`config.mk`:
```
export PLATFORM = sky130hd
export DESIGN_NAME = branch_resolve_ctrl_flat
export DESIGN_NICKNAME = d
export VERILOG_FILES = /design/src/rtl/branch_resolve_ctrl_if.sv /design/src/rtl/branch_resolve_ctrl.sv /design/src/flat_wrapper.sv
export SDC_FILE = /design/constraint.sdc
export NUM_CORES = 1
export LEC_CHECK = 0
export ABC_AREA = 1
export CAP_MARGIN = 20
export CORE_MARGIN = 5
export CORE_UTILIZATION = 39
export CTS_CLUSTER_SIZE = 40
export DETAILED_ROUTE_END_ITERATION = 7
export GPL_TIMING_DRIVEN = 0
export PLACE_DENSITY = 0.81
export SYNTH_ARGS = -nofsm -noshare
export SYNTH_HDL_FRONTEND = slang
export SYNTH_SLANG_ARGS = --single-unit
```
`constraint.sdc`:
```
create_clock -name clk -period 2.15 [get_ports clk]
set_input_delay 0.215 -clock clk [delete_from_list [all_inputs] [get_ports clk]]
set_output_delay 0.215 -clock clk [all_outputs]
set_load 0.005 [all_outputs]
```
`src/rtl/branch_resolve_ctrl_if.sv`:
```
// Decode/forwarding-side bundle for the branch resolve controller.
// master drives decode and forwarding inputs; slave is the controller.
`timescale 1ns/1ps
interface branch_resolve_ctrl_if #(
  parameter int PC_W   = 9,
  parameter int DATA_W = 64,
  parameter int CNT_W  = 16
);
  logic              id_valid;
  logic              id_bez;
  logic              id_bnez;
  logic              id_jump;
  logic [PC_W-1:0]   id_target;
  logic              id_rs_hazard;
  logic [DATA_W-1:0] rf_data;
  logic              fwd_valid;
  logic [DATA_W-1:0] fwd_data;
  logic              stall;
  logic              flush;
  logic              pc_load;
  logic [PC_W-1:0]   pc_target;
  logic              timeout_err;
  logic [CNT_W-1:0]  branch_cnt;
  logic [CNT_W-1:0]  taken_cnt;

  modport master (
    output id_valid, id_bez, id_bnez, id_jump, id_target, id_rs_hazard,
           rf_data, fwd_valid, fwd_data,
    input  stall, flush, pc_load, pc_target, timeout_err, branch_cnt, taken_cnt
  );

  modport slave (
    input  id_valid, id_bez, id_bnez, id_jump, id_target, id_rs_hazard,
           rf_data, fwd_valid, fwd_data,
    output stall, flush, pc_load, pc_target, timeout_err, branch_cnt, taken_cnt
  );
endinterface

```
`src/rtl/branch_resolve_ctrl.sv`:
```
// Branch resolve: BEZ/BNEZ/J, redirect 1 cycle after decision, flush held FLUSH_CYCLES.
// Stalls decode (combinational) while the test operand is in flight, up to MAX_WAIT cycles.
`timescale 1ns/1ps
module branch_resolve_ctrl #(
  parameter int PC_W         = 9,
  parameter int DATA_W       = 64,
  parameter int FLUSH_CYCLES = 2,
  parameter int MAX_WAIT     = 4,
  parameter int CNT_W        = 16
) (
  input  logic                  clk,
  input  logic                  reset,
  branch_resolve_ctrl_if.slave  bus
);
  localparam int FC_W = (FLUSH_CYCLES > 1) ? $clog2(FLUSH_CYCLES) : 1;
  localparam int WC_W = (MAX_WAIT > 1) ? $clog2(MAX_WAIT) : 1;

  typedef enum logic [1:0] {S_IDLE, S_WAIT_OPND, S_FLUSH} state_t;

  state_t            state;
  logic [FC_W-1:0]   flush_cnt;
  logic [WC_W-1:0]   wait_cnt;
  logic              lat_bez;
  logic              lat_bnez;
  logic [PC_W-1:0]   lat_target;

  logic              br;
  logic              cond;
  logic              resolve_now;
  logic              resolve_taken;
  logic [PC_W-1:0]   resolve_target;

  function automatic logic is_taken(input logic jump, input logic bez, input logic bnez,
                                    input logic [DATA_W-1:0] opnd);
    logic zero;
    zero = ~|opnd;
    return jump | (bez & zero) | (bnez & ~zero);
  endfunction

  always_comb begin
    br             = bus.id_valid & (bus.id_bez | bus.id_bnez | bus.id_jump);
    cond           = br & ~bus.id_jump;
    resolve_now    = 1'b0;
    resolve_taken  = 1'b0;
    resolve_target = bus.id_target;
    if (state == S_IDLE) begin
      resolve_now    = br & (bus.id_jump | ~bus.id_rs_hazard);
      resolve_taken  = is_taken(bus.id_jump, bus.id_bez, bus.id_bnez, bus.rf_data);
    end else if (state == S_WAIT_OPND) begin
      // Only the latched op matters here; fwd_data is meaningless without fwd_valid.
      resolve_now    = bus.fwd_valid;
      resolve_taken  = is_taken(1'b0, lat_bez, lat_bnez, bus.fwd_data);
      resolve_target = lat_target;
    end
  end

  assign bus.stall = (state == S_WAIT_OPND) |
                     ((state == S_IDLE) & cond & bus.id_rs_hazard);

  always_ff @(posedge clk or posedge reset) begin
    if (reset) begin
      state           <= S_IDLE;
      flush_cnt       <= '0;
      wait_cnt        <= '0;
      lat_bez         <= 1'b0;
      lat_bnez        <= 1'b0;
      lat_target      <= '0;
      bus.flush       <= 1'b0;
      bus.pc_load     <= 1'b0;
      bus.pc_target   <= '0;
      bus.timeout_err <= 1'b0;
      bus.branch_cnt  <= '0;
      bus.taken_cnt   <= '0;
    end else begin
      bus.pc_load <= 1'b0;
      if (resolve_now) begin
        if (~&bus.branch_cnt) bus.branch_cnt <= bus.branch_cnt + CNT_W'(1);
        if (resolve_taken) begin
          if (~&bus.taken_cnt) bus.taken_cnt <= bus.taken_cnt + CNT_W'(1);
          bus.pc_load   <= 1'b1;
          bus.pc_target <= resolve_target;
          bus.flush     <= 1'b1;
          flush_cnt     <= FC_W'(FLUSH_CYCLES - 1);
          state         <= S_FLUSH;
        end else begin
          state <= S_IDLE;
        end
      end else begin
        case (state)
          S_IDLE: begin
            if (cond & bus.id_rs_hazard) begin
              lat_bez    <= bus.id_bez;
              lat_bnez   <= bus.id_bnez;
              lat_target <= bus.id_target;
              wait_cnt   <= '0;
              state      <= S_WAIT_OPND;
            end
          end
          S_WAIT_OPND: begin
            // Give up on a lost operand: fall through as not-taken and leave the stats alone.
            if (wait_cnt == WC_W'(MAX_WAIT - 1)) begin
              bus.timeout_err <= 1'b1;
              state           <= S_IDLE;
            end else begin
              wait_cnt <= wait_cnt + WC_W'(1);
            end
          end
          S_FLUSH: begin
            if (flush_cnt == '0) begin
              bus.flush <= 1'b0;
              state     <= S_IDLE;
            end else begin
              flush_cnt <= flush_cnt - FC_W'(1);
            end
          end
          default: state <= S_IDLE;
        endcase
      end
    end
  end
endmodule

```
`src/flat_wrapper.sv`:
```
// flat-port wrapper written by rule: the top's interface ports become plain ports
module branch_resolve_ctrl_flat 
#(
  parameter int PC_W         = 9,
  parameter int DATA_W       = 64,
  parameter int FLUSH_CYCLES = 2,
  parameter int MAX_WAIT     = 4,
  parameter int CNT_W        = 16
)
  (clk, reset, bus_id_valid, bus_id_bez, bus_id_bnez, bus_id_jump, bus_id_target, bus_id_rs_hazard, bus_rf_data, bus_fwd_valid, bus_fwd_data, bus_stall, bus_flush, bus_pc_load, bus_pc_target, bus_timeout_err, bus_branch_cnt, bus_taken_cnt);
  branch_resolve_ctrl_if #(.PC_W(PC_W), .DATA_W(DATA_W), .CNT_W(CNT_W)) bus_i ();
  input  logic clk;
  input  logic reset;
  input wire logic [$bits(bus_i.id_valid)-1:0] bus_id_valid;
  input wire logic [$bits(bus_i.id_bez)-1:0] bus_id_bez;
  input wire logic [$bits(bus_i.id_bnez)-1:0] bus_id_bnez;
  input wire logic [$bits(bus_i.id_jump)-1:0] bus_id_jump;
  input wire logic [$bits(bus_i.id_target)-1:0] bus_id_target;
  input wire logic [$bits(bus_i.id_rs_hazard)-1:0] bus_id_rs_hazard;
  input wire logic [$bits(bus_i.rf_data)-1:0] bus_rf_data;
  input wire logic [$bits(bus_i.fwd_valid)-1:0] bus_fwd_valid;
  input wire logic [$bits(bus_i.fwd_data)-1:0] bus_fwd_data;
  output wire logic [$bits(bus_i.stall)-1:0] bus_stall;
  output wire logic [$bits(bus_i.flush)-1:0] bus_flush;
  output wire logic [$bits(bus_i.pc_load)-1:0] bus_pc_load;
  output wire logic [$bits(bus_i.pc_target)-1:0] bus_pc_target;
  output wire logic [$bits(bus_i.timeout_err)-1:0] bus_timeout_err;
  output wire logic [$bits(bus_i.branch_cnt)-1:0] bus_branch_cnt;
  output wire logic [$bits(bus_i.taken_cnt)-1:0] bus_taken_cnt;
  assign bus_i.id_valid = bus_id_valid;
  assign bus_i.id_bez = bus_id_bez;
  assign bus_i.id_bnez = bus_id_bnez;
  assign bus_i.id_jump = bus_id_jump;
  assign bus_i.id_target = bus_id_target;
  assign bus_i.id_rs_hazard = bus_id_rs_hazard;
  assign bus_i.rf_data = bus_rf_data;
  assign bus_i.fwd_valid = bus_fwd_valid;
  assign bus_i.fwd_data = bus_fwd_data;
  assign bus_stall = bus_i.stall;
  assign bus_flush = bus_i.flush;
  assign bus_pc_load = bus_i.pc_load;
  assign bus_pc_target = bus_i.pc_target;
  assign bus_timeout_err = bus_i.timeout_err;
  assign bus_branch_cnt = bus_i.branch_cnt;
  assign bus_taken_cnt = bus_i.taken_cnt;
  branch_resolve_ctrl #(.PC_W(PC_W), .DATA_W(DATA_W), .FLUSH_CYCLES(FLUSH_CYCLES), .MAX_WAIT(MAX_WAIT), .CNT_W(CNT_W)) u_core (.clk(clk), .reset(reset), .bus(bus_i));
endmodule
```
Word-level counts from Yosys, hierarchy flattened
Cells that the tools add are included.
{"block": "totals", "register_bits": 60, "inputBits": 145, "output_inout_bits": 45}
{"block": "op_classes", "addsub": 4, "eq_ne": 10, "muxes": 24, "bitwise": 22, "n_reduce_logical": 18}
{"op": "OR reduction 64 bit", "count": 2}
{"op": "adder 16 x 1 -> 16 bit (second input constant)", "count": 2}
{"op": "AND reduction 16 bit", "count": 2}
{"op": "2-to-1 mux 9 bit", "count": 2}
{"op": "AND reduction 3 bit", "count": 5}
{"op": "2-to-1 mux 2 bit", "count": 7}
{"op": "2-to-1 mux 1 bit", "count": 13}
{"op": "AND 1 bit", "count": 10}
{"op": "inequality test 2 bit (second input constant)", "count": 4}
{"op": "bitwise OR 1 bit", "count": 7}
{"op": "inequality test 3 x 2 -> 1 bit (second input constant)", "count": 2}
{"op": "case mux 2 bit (3 select lines)", "count": 1}
{"op": "AND reduction 2 bit", "count": 3}
{"op": "NOT 1 bit", "count": 5}
{"op": "equality test 2 bit (second input constant)", "count": 2}
{"op": "case mux 2 bit (2 select lines)", "count": 1}
{"op": "AND reduction 4 bit", "count": 1}
{"op": "nonzero test 2 bit", "count": 2}
{"op": "inequality test 3 bit (second input constant)", "count": 1}
{"op": "adder 2 x 1 -> 2 bit (second input constant)", "count": 1}
{"op": "equality test 2 x 1 -> 1 bit (second input constant)", "count": 1}
{"op": "zero test 1 bit", "count": 2}
{"op": "zero test 2 bit", "count": 1}
{"op": "subtractor 1 bit (second input constant)", "count": 1}

Depth between registers and ports, before layout
Gate-level depths: netlist of the first run.
{"block": "logic_depth", "ltp_word": 8, "mapped_depth": 14, "mapped_depth_nobuf": 13}

Worst setup path after synthesis of the first run
OpenSTA, ideal clock, no wires.
{"block": "synth_path", "path_type": "reg2reg", "from": "register u_core.bus.taken_cnt[0]", "to": "register u_core.bus.taken_cnt[10]", "setup_ns": 0.117, "t_arrival_ns": 1.662, "required_ns": 2.033, "path_slack_ns": 0.371, "path_stages_with_launch": 10, "n_path_buf": 1, "period_less_slack_ns": 1.779, "cell_sequence": "dfrtp_1 > ha_1 > nand3_1 > nor3_2 > nand2_2 > nor3_4 > nand4_4 > buf_2 > nand4_1 > nand2_1"}
{"block": "synth_between", "elab_chain_len": 3, "word_cells_on_any_way": 4, "cone_classes": "1 x add/sub; 1 x bitwise; 2 x reduce/logical"}
{"item": "start, declared", "line_no": "branch_resolve_ctrl_if.sv:35", "source": "output stall, flush, pc_load, pc_target, timeout_err, branch_cnt, taken_cnt"}
{"item": "start signal, assigned", "line_no": "branch_resolve_ctrl.sv:79", "source": "if (~&bus.taken_cnt) bus.taken_cnt <= bus.taken_cnt + CNT_W'(1);"}
{"item": "parallel branches: the longest is 3 deep, another holds adder 16 x 1 -> 16 bit"}
Several ways; the timed one is not identified.
A chain may end at the register's enable or synchronous reset.

Worst setup path in the final report of the first run
{"block": "layout_path", "from": "register u_core.bus.taken_cnt[0]", "to": "register u_core.bus.taken_cnt[2]"}
Same word-level chain as after synthesis.

==> results of run 1 <==
cell usage after synthesis (2+ instances only):
cell	number	area share (%)
nand3_1	18	2.6
nor3_1	5	0.72
nor3b_1	2	0.43
ha_1	3	1.1
clkbuf_1	2	0.22
mux2i_1	9	2.6
o21ai_0	15	2.2
nor3_2	2	0.58
inv_1	29	3.2
xor2_1	15	3.8
nand4_1	22	4.0
nand2_2	2	0.36
nand2_1	128	14
mux2_2	8	2.6
nor4_1	3	0.54
xnor2_1	13	3.3
nor2_1	103	11
buf_2	5	0.72
dfrtp_1	60	43
power groups by stage:
| stage | Combinational [W] | Sequential (W) | Clock [W] |
|---|---|---|---|
| after floorplan | 0.000753 | 0.00168 | 0 |
| after global placement | 0.00157 | 0.00169 | 0 |
| after detailed placement | 0.00164 | 0.00172 | 0 |
| after CTS | 0.00165 | 0.00170 | 0.000949 |
| after global routing | 0.00188 | 0.00173 | 0.00101 |
| final | 0.00169 | 0.00169 | 0.000927 |
logic make-up (layout without fill, tap and decap cells):
| logic type | count (synthesis) | in the layout |
|---|---|---|
| AOI/OAI and AO/OA | 17 | 17 |
| xor gates and xnor gates | 28 | 28 |
| adders and majority gates | 3 | 3 |
| buffers and inverters | 39 | 251 |
| DFF | 60 | 60 |
| muxes | 17 | 17 |
| and+or+nand+nor | 289 | 289 |
worst reg2reg max path: stages (launching register included):
cell and delay, ps:
dfrtp_1 360, ha_2 230, nand3_2 140, nor3_4 300
nand2_2 100, nor3_4 160, nand4_4 170, buf_2 250
nand4_1 120, nand2_1 60
timing repair:
action / CTS / global route
pin swaps: 0 / 1
endpoints found under the setup margin: 2 / 23
endpoints found under the hold margin: 0 / 0
buffers inserted: 1 / 5
resized for setup: 5 / 8
per-layer routing:
layer | global-route usage [%] | part of all wire, % | vias to the layer above
met1 | 25.56 | 41 | 1746
li1 | - | - | 1877
met2 | 38.21 | 53 | 120
met3 | 4.221 | 4.6 | 17
met4 | 4.163 | 1.4 | 0
met5 | 0 | 0 | -
flip-flops by register name, indices dropped and copies added, names as in the netlist:
| register | count |
|---|---|
| u_core.lat_bnez | 1 |
| u_core.lat_bez | 1 |
| u_core.flush_cnt | 1 |
| u_core.bus.branch_cnt | 16 |
| u_core.state | 2 |
| u_core.lat_target | 9 |
| u_core.bus.taken_cnt | 16 |
| u_core.bus.pc_load | 1 |
| u_core.wait_cnt | 2 |
| u_core.bus.flush | 1 |
| u_core.bus.pc_target | 9 |
| u_core.bus.timeout_err | 1 |
final timing paths:
| path | start | to | slack [ps] | cells past startpoint |
|---|---|---|---|---|
| min in group clk | u_core.bus.timeout_err$_DFFE_PP0P_ | u_core.bus.timeout_err$_DFFE_PP0P_ | 470 | 1 |
| worst max register to register | u_core.bus.taken_cnt[0]$_DFFE_PP0P_ | u_core.bus.taken_cnt[2]$_DFFE_PP0P_ | 150 | 9 |
| worst min register to register | u_core.bus.timeout_err$_DFFE_PP0P_ | u_core.bus.timeout_err$_DFFE_PP0P_ | 470 | 1 |
| max in group asynchronous | reset | u_core.bus.pc_target[7]$_DFFE_PP0P_ | 1420 | 3 |
| worst min-delay path | reset | u_core.bus.taken_cnt[2]$_DFFE_PP0P_ | 170 | 2 |
| worst max-delay path | u_core.bus.taken_cnt[0]$_DFFE_PP0P_ | u_core.bus.taken_cnt[2]$_DFFE_PP0P_ | 150 | 9 |
layout make-up:
| class | count | area share (%) |
|---|---|---|
| plain buffers | 9 | 0.9557 |
| clock buffers | 10 | 2.215 |
| clock inverters | 6 | 0.8471 |
| inverters | 30 | 1.955 |
| multi-input cells | 354 | 31.67 |
| flip-flops and latches | 60 | 26.06 |
| well taps | 108 | 2.346 |
| repair buffers | 196 | 33.95 |
metrics by stage:
stage / instances / setup TNS [ps] / utilization [%] / total power, W / setup slack [ps]
after floorplan: 453 / 0 / - / 0.002429 / 371.4
after global placement: 750 / -35920 / 63.16 / 0.003263 / -576.4
after detailed placement: 751 / -3128 / 63.39 / 0.003356 / -287.5
after CTS: 768 / 0 / 65.64 / 0.004299 / 34.53
after global routing: 773 / -14.52 / 66.38 / 0.004618 / -14.52
final: 773 / 0 / 66.38 / 0.004308 / 148.2
==> metrics.yaml, run 1 <==
critPathBufInv: 1
num_vias: 3760
stdcell_area_um2: 5761
async_flop_share_pct: 100.0
grt-ovfl-total: 0
p_int_w: 0.002817
multi_input_area_um2: 1824
synthFlopType: "dfrtp_1"
period_needed_ps: 2002
synth-compound-area-share_pct: 2.572
core-area_um2: 8678
htree_num_levels: 3
die_x_um: 104.1
cellPowerDensity_nw_per_um2: 747.9
nets: 808
syn_area_per_cell_um2: 7.626
synth_fp_nets: 601
cts_sinks: 60
min_path_type: "in2async"
grt_pass1_wl_um: 18640
fill_cells: 777
hold_viol: 0
mostFrequentLayoutCell: "clkdlybuf4s50_1"
netlist_instances: 453
required_ps: 2390
drtPass1Iterations: 4
hpwl_um: 9298
die_area_um2: 10840
synth_cell_type_count: 28
p_sw_share_pct: 34.61
comb_power_share_pct: 39.3
syn-cell-area_um2: 3455
power_switching_w: 0.001491
synthAdderAreaFrac_pct: 1.087
yosys_warnings: 0
port_buffers: 189
cp_data_arrival_time_ps: 2240
grt_pass1_vias: 3854
holdBufCountCts: 0
cts.reportedPaths.clkPinSlew_ps: 80
avgRoutedWirePerCell_um: 15.03
drt_iter0_drc: 136
worst_pin_slew_ps: 437.5
diodes: 0
yosysSeqAreaShare_pct: 43.46
maxCapViolations: 0
synthXorXnorAreaFrac_pct: 7.099
yosys_register_bits: 60
report.final.setup_viol: 0
fin_crit_sh_pct: 93.11
yosys.area_share.simple_pct: 35.93
fmax_mhz: 499.5
ios: 190
clk_latency_ps: 350
clkPwrFrac_pct: 21.5
clock_skew_ps: 13.31
clockRootBuffer: "clkbuf_8"
whs_ps: 169.3
rsz0062_at_grt: "true"
antenna_found_initial: 0
drcViolationCount: 0
seq_power_share_pct: 39.2
num_rows: 34
synth-edff-count: 0
placed_cell_area_um2: 5502
p_leak_nw: 2.535
gp_congestion: 0.9374
critPathTopFamily: "simple AND/OR/NAND/NOR gates"
max-slew-margin-rel_pct: 70.83
slew_viol_final: 0
ir_worst_vdd_mv: 0.5419
crit_fanout: 10
end_kind: "register"
grt_max_degree: 45
worst_setup_path_start_kind: "register"
routed_wl_um: 11620
via_per_inst: 4.864
die_h_um: 104.1
start_util_pct: 39.81
final-seq-area_um2: 1501
crit_path_top_delay_cell: "dfrtp_1"
worst_path_largest_cell_delay_ps: 360
run_status: "finished clean"
tritoncts: "done"
cpMostUsedCell: "nor3_4"
numCtsBuffers: 9
synth_top_family_by_area: "simple AND/OR/NAND/NOR gates"
areaGrowthSynthToFinish_pct: 66.75
critPathKind: "reg2reg"
crit_chain: "ha_2 > nand3_2 > nor3_4 > nand2_2 > nor3_4 > nand4_4 > buf_2 > nand4_1 > nand2_1"
postRouteAntennaNets: 0
mostFrequentLayoutCells: "clkdlybuf4s50_1 (188), nand2_1 (127), nor2_1 (102)"
synthMuxAreaShare_pct: 5.216
grt_usage_pct: 20.97
drive_gt1_share_pct: 7.820
clock_path_buffers: 2
Power figures use the tool's default switching activity.
==> inputs of run 2 (changes only) <==
- CORE_UTILIZATION: 39 -> 30
- HOLD_SLACK_MARGIN: unset -> 0.1
- PLACE_DENSITY: 0.81 -> unset
- SKIP_LAST_GASP: unset -> 1
==> metrics.yaml, run 2 (synthesis results as in run 1) <==
cts_sinks: 60
rr_endpoint: "u_core.bus.taken_cnt[10]$_DFFE_PP0P_"
fin_crit_sh_pct: 92.75
dr_wl_met2_um: 5969
numCtsBuffers: 9
setup_tns_ps: 0
p_leak_nw: 2.607
stdcell_area_um2: 5956
required_ps: 1930
mostFrequentLayoutCell: "clkdlybuf4s50_1"
ir_worst_vdd_mv: 0.4658
areaGrowthSynthToFinish_pct: 72.40
top_regs: "u_core.bus.branch_cnt (16), u_core.bus.taken_cnt (16)"
core-area_um2: 11370
slew_viol_final: 0
clk_latency_ps: 330
met3_length_um: 563
grt-ovfl-total: 0
rsz0062_at_grt: "false"
drt_iter0_drc: 160
htree_num_levels: 3
period_needed_ps: 1994
antenna_found_initial: 0
worst_path_largest_cell_delay_ps: 510
start_util_pct: 30.38
crit_fanout: 11
grt_pass1_wl_um: 18700
die_h_um: 117.3
cts.reportedPaths.clkPinSlew_ps: 60
gp_congestion: 0.9337
port_buffers: 189
drcViolationCount: 0
die_area_um2: 13760
avgRoutedWirePerCell_um: 14.35
drive_gt1_share_pct: 8.722
crit_chain: "clkdlybuf4s50_1 > inv_1 > nand3_1 > nand2_1 > nor2_2 > nand2_4 > nand2_1 > clkdlybuf4s50_1"
end_kind: "output port"
via_per_inst: 4.496
hold_viol: 0
die_x_um: 117.3
fmax_mhz: 501.5
maxCapViolations: 0
hpwl_um: 9299
num_vias: 3633
cp_data_arrival_time_ps: 1780
r2r_start: "u_core.bus.taken_cnt[1]$_DFFE_PP0P_"
cellPowerDensity_nw_per_um2: 814.2
power_w: 0.004849
worst_slack_ps: 155.9
critPathBufInv: 3
clockRootBuffer: "clkbuf_16"
tritoncts: "done"
min_path_type: "in2async"
post-place-ws_ps: -308.0
worst_setup_path_start_kind: "input pin"
worst_r2r_path_depth: 9
report.final.setup_viol: 0
drtPass1Iterations: 4
top_layer_used: "met4"
nets: 808
clock_path_buffers: 2
critPathKind: "in2out"
routed_wl_um: 11590
grt_pass1_vias: 3735
num_rows: 39
run_status: "finished clean"
critPathTopFamily: "buffers and inverters"
max-slew-margin-rel_pct: 69.31
rrSetupSlack_ps: 170
diodes: 0
grt_usage_pct: 16.29
placed_cell_area_um2: 5545
ios: 190
met1_length_um: 4906
crit_path_top_delay_cell: "clkdlybuf4s50_1"
clock_skew_ps: 6.613
mostFrequentLayoutCells: "clkdlybuf4s50_1 (189), nand2_1 (126), nor2_1 (101)"
postRouteAntennaNets: 0
whs_ps: 212.1
worst_pin_slew_ps: 459.4
grt_max_degree: 42
==> run 2: stage by stage <==
stage	instances	utilization [%]
2_1_floorplan	453	-
3_3_place_gp	785	48.60
6_report	808	52.38
4_1_cts	803	51.60
3_5_place_dp	786	48.77
5_1_grt	808	52.38
==> run 2: final cells by class <==
type                    count  area, um^2
plain buffers               8       51.30
fillers                  1066        5414
well taps                 143       178.9
clock buffers               9       225.2
inverters                  30       112.6
repair buffers            197        1964
flip-flops and latches     60        1503
clock inverters             7       82.58
multi-input cells         354        1838
==> run 2: worst max path at each step <==
stage                     slack, ps  depth (start not counted)                                   end                           startpoint
after floorplan                 370                          9  u_core.bus.taken_cnt[10]$_DFFE_PP0P_  u_core.bus.taken_cnt[0]$_DFFE_PP0P_
after global placement         -660                          2  u_core.bus.taken_cnt[14]$_DFFE_PP0P_                                reset
after detailed placement       -310                          9                             bus_stall                          bus_id_bnez
after CTS                        20                          9                             bus_stall                          bus_id_bnez
after global routing             20                          8                             bus_stall                          bus_id_bnez
final                           160                          8                             bus_stall                          bus_id_bnez
==> run 2: per-layer routing <==
layer	GRT usage, %	up-vias
met3	4.764	13
met4	3.698	0
met1	19.78	1653
li1	-	1871
met2	28.39	96
met5	0	-
==> run 2: where the power goes <==
group	internal [W]	switching, W	total (W)
Clock	0.000917	0.000572	0.00149
Combinational	0.000922	0.000744	0.00167
Sequential	0.00146	0.000235	0.00169
Total	0.00330	0.00155	0.00485
==> run 2: repair_timing <==
action / 4_1_cts / 5_1_grt
hold buffers: 0 / 0
pin swaps: 0 / 1
endpoints found under the setup margin: 1 / 26
gates resized for setup: 3 / 16
setup buffers: 1 / 6
hold endpoints to repair: 0 / 0
==> inputs of run 3 (changes only) <==
- CELL_PAD_IN_SITES_DETAIL_PLACEMENT: unset -> 0
- CELL_PAD_IN_SITES_GLOBAL_PLACEMENT: unset -> 2
- CORE_UTILIZATION: 30 -> 20
- PLACE_DENSITY_LB_ADDON: unset -> 0.1
==> metrics.yaml, run 3 (synthesis results as in run 1) <==
run_status: "finished clean"
grt_pass1_wl_um: 19980
setup_tns_ps: 0
fin_util_pct: 35.37
start_util_pct: 20.18
numCtsBuffers: 9
period_needed_ps: 1963
areaGrowthSynthToFinish_pct: 75.26
clock_path_buffers: 2
ios: 190
die_x_um: 141.4
core-area_um2: 17120
slew_viol_final: 0
maxCapViolations: 0
p_leak_nw: 2.608
clk_latency_ps: 330
grt_max_degree: 33
max-slew-margin-rel_pct: 56.38
fin_crit_sh_pct: 91.29
holdBufCountCts: 0
routed_wl_um: 12480
num_vias: 3625
antenna_found_initial: 0
gp_congestion: 0.7869
via_per_inst: 4.082
required_ps: 2370
port_buffers: 189
drtPass1Iterations: 4
mostFrequentLayoutCell: "clkdlybuf4s50_1"
worst_pin_slew_ps: 653.4
nets: 806
dp_cells: 868
cts.reportedPaths.clkPinSlew_ps: 60
drcViolationCount: 0
drive_gt1_share_pct: 8.597
cp_data_arrival_time_ps: 2180
critPathKind: "reg2reg"
ir_worst_vdd_mv: 0.6123
top_regs: "u_core.bus.branch_cnt (16), u_core.bus.taken_cnt (16)"
grt-ovfl-total: 0
grt_usage_pct: 12.64
tritoncts: "done"
clock_skew_ps: 6.136
hold_viol: 0
postRouteAntennaNets: 0
die_area_um2: 20000
rsz0062_at_grt: "false"
report.final.setup_viol: 0
min_path_type: "in2async"
cellPowerDensity_nw_per_um2: 806.8
cts_sinks: 60
grt_pass1_vias: 3834
whs_ps: 290.2
fill_cells: 1791
clockRootBuffer: "clkbuf_16"
worst_r2r_path_depth: 9
die_h_um: 141.4
final_cells: 888
avgRoutedWirePerCell_um: 14.06
hpwl_um: 10010
fmax_mhz: 509.5
htree_num_levels: 3
mostFrequentLayoutCells: "clkdlybuf4s50_1 (188), nand2_1 (126), nor2_1 (100)"
end_kind: "register"
drt_iter0_drc: 132
diodes: 0
crit_fanout: 10
num_rows: 48
worst_setup_path_start_kind: "register"
-- run 3: final cells by class --
type                    instances  area [um^2]  area share [%]
repair buffers                194         1941           32.05
well taps                     225        281.5           4.650
clock inverters                 5        58.81          0.9713
flip-flops and latches         60         1503           24.82
multi-input cells             354         1841           30.40
plain buffers                   9        65.06           1.075
inverters                      30        112.6           1.860
clock buffers                  11        252.7           4.174
-- run 3: stage by stage --
stage | area (um^2) | power (W) | worst slack (ps)
final | 6055 | 0.004885 | 187.2
after global routing | 6055 | 0.005244 | 0.3295
after CTS | 5987 | 0.004944 | 20.94
after detailed placement | 5648 | 0.003368 | -356.4
after global placement | 5628 | 0.003342 | -830.5
after floorplan | 3455 | 0.002429 | 371.4
-- run 3: worst max-delay path: stages, from the launching register on --
cell and delay, ps:
dfrtp_1 400, ha_2 240, nand3_2 130, nor3_4 260, nand2_2 90, nor3_4 150
nand4_4 160, clkbuf_4 250, nand4_1 110, nand2_1 60
-- run 3: per-layer routing --
metal	track usage, %	share of wire, %	vias to the layer above	routed length, um
met4	2.879	1.1	0	139
met3	4.988	7.6	9	952
li1	-	-	1874	-
met1	14.29	41	1639	5091
met2	22.47	50	103	6297
met5	0	0	-	0
-- run 3: final timing paths --
path                                                           from                             endpoint  slack [ps]
worst max-delay path            u_core.bus.taken_cnt[1]$_DFFE_PP0P_  u_core.bus.taken_cnt[2]$_DFFE_PP0P_         190
worst min-delay path                                          reset     u_core.lat_target[6]$_DFFE_PP0P_         290
worst max register to register  u_core.bus.taken_cnt[1]$_DFFE_PP0P_  u_core.bus.taken_cnt[2]$_DFFE_PP0P_         190
worst min register to register   u_core.bus.timeout_err$_DFFE_PP0P_   u_core.bus.timeout_err$_DFFE_PP0P_         460
max in group asynchronous                                     reset  u_core.bus.taken_cnt[0]$_DFFE_PP0P_        1230
min in group clk                 u_core.bus.timeout_err$_DFFE_PP0P_   u_core.bus.timeout_err$_DFFE_PP0P_         460
-- run 3: where the power goes --
group	leakage (nW)	internal (W)	total, W	switching (W)
logic	1.68	0.000918	0.00168	0.000758
clock network	0.148	0.000962	0.00151	0.000547
registers	0.778	0.00146	0.00170	0.000240
-- run 3: repair_timing --
item	4_1_cts	5_1_grt
resized for setup	9	13
setup buffers	0	4
endpoints found under the setup margin	12	32
hold endpoints to repair	0	0
pin swaps	1	1
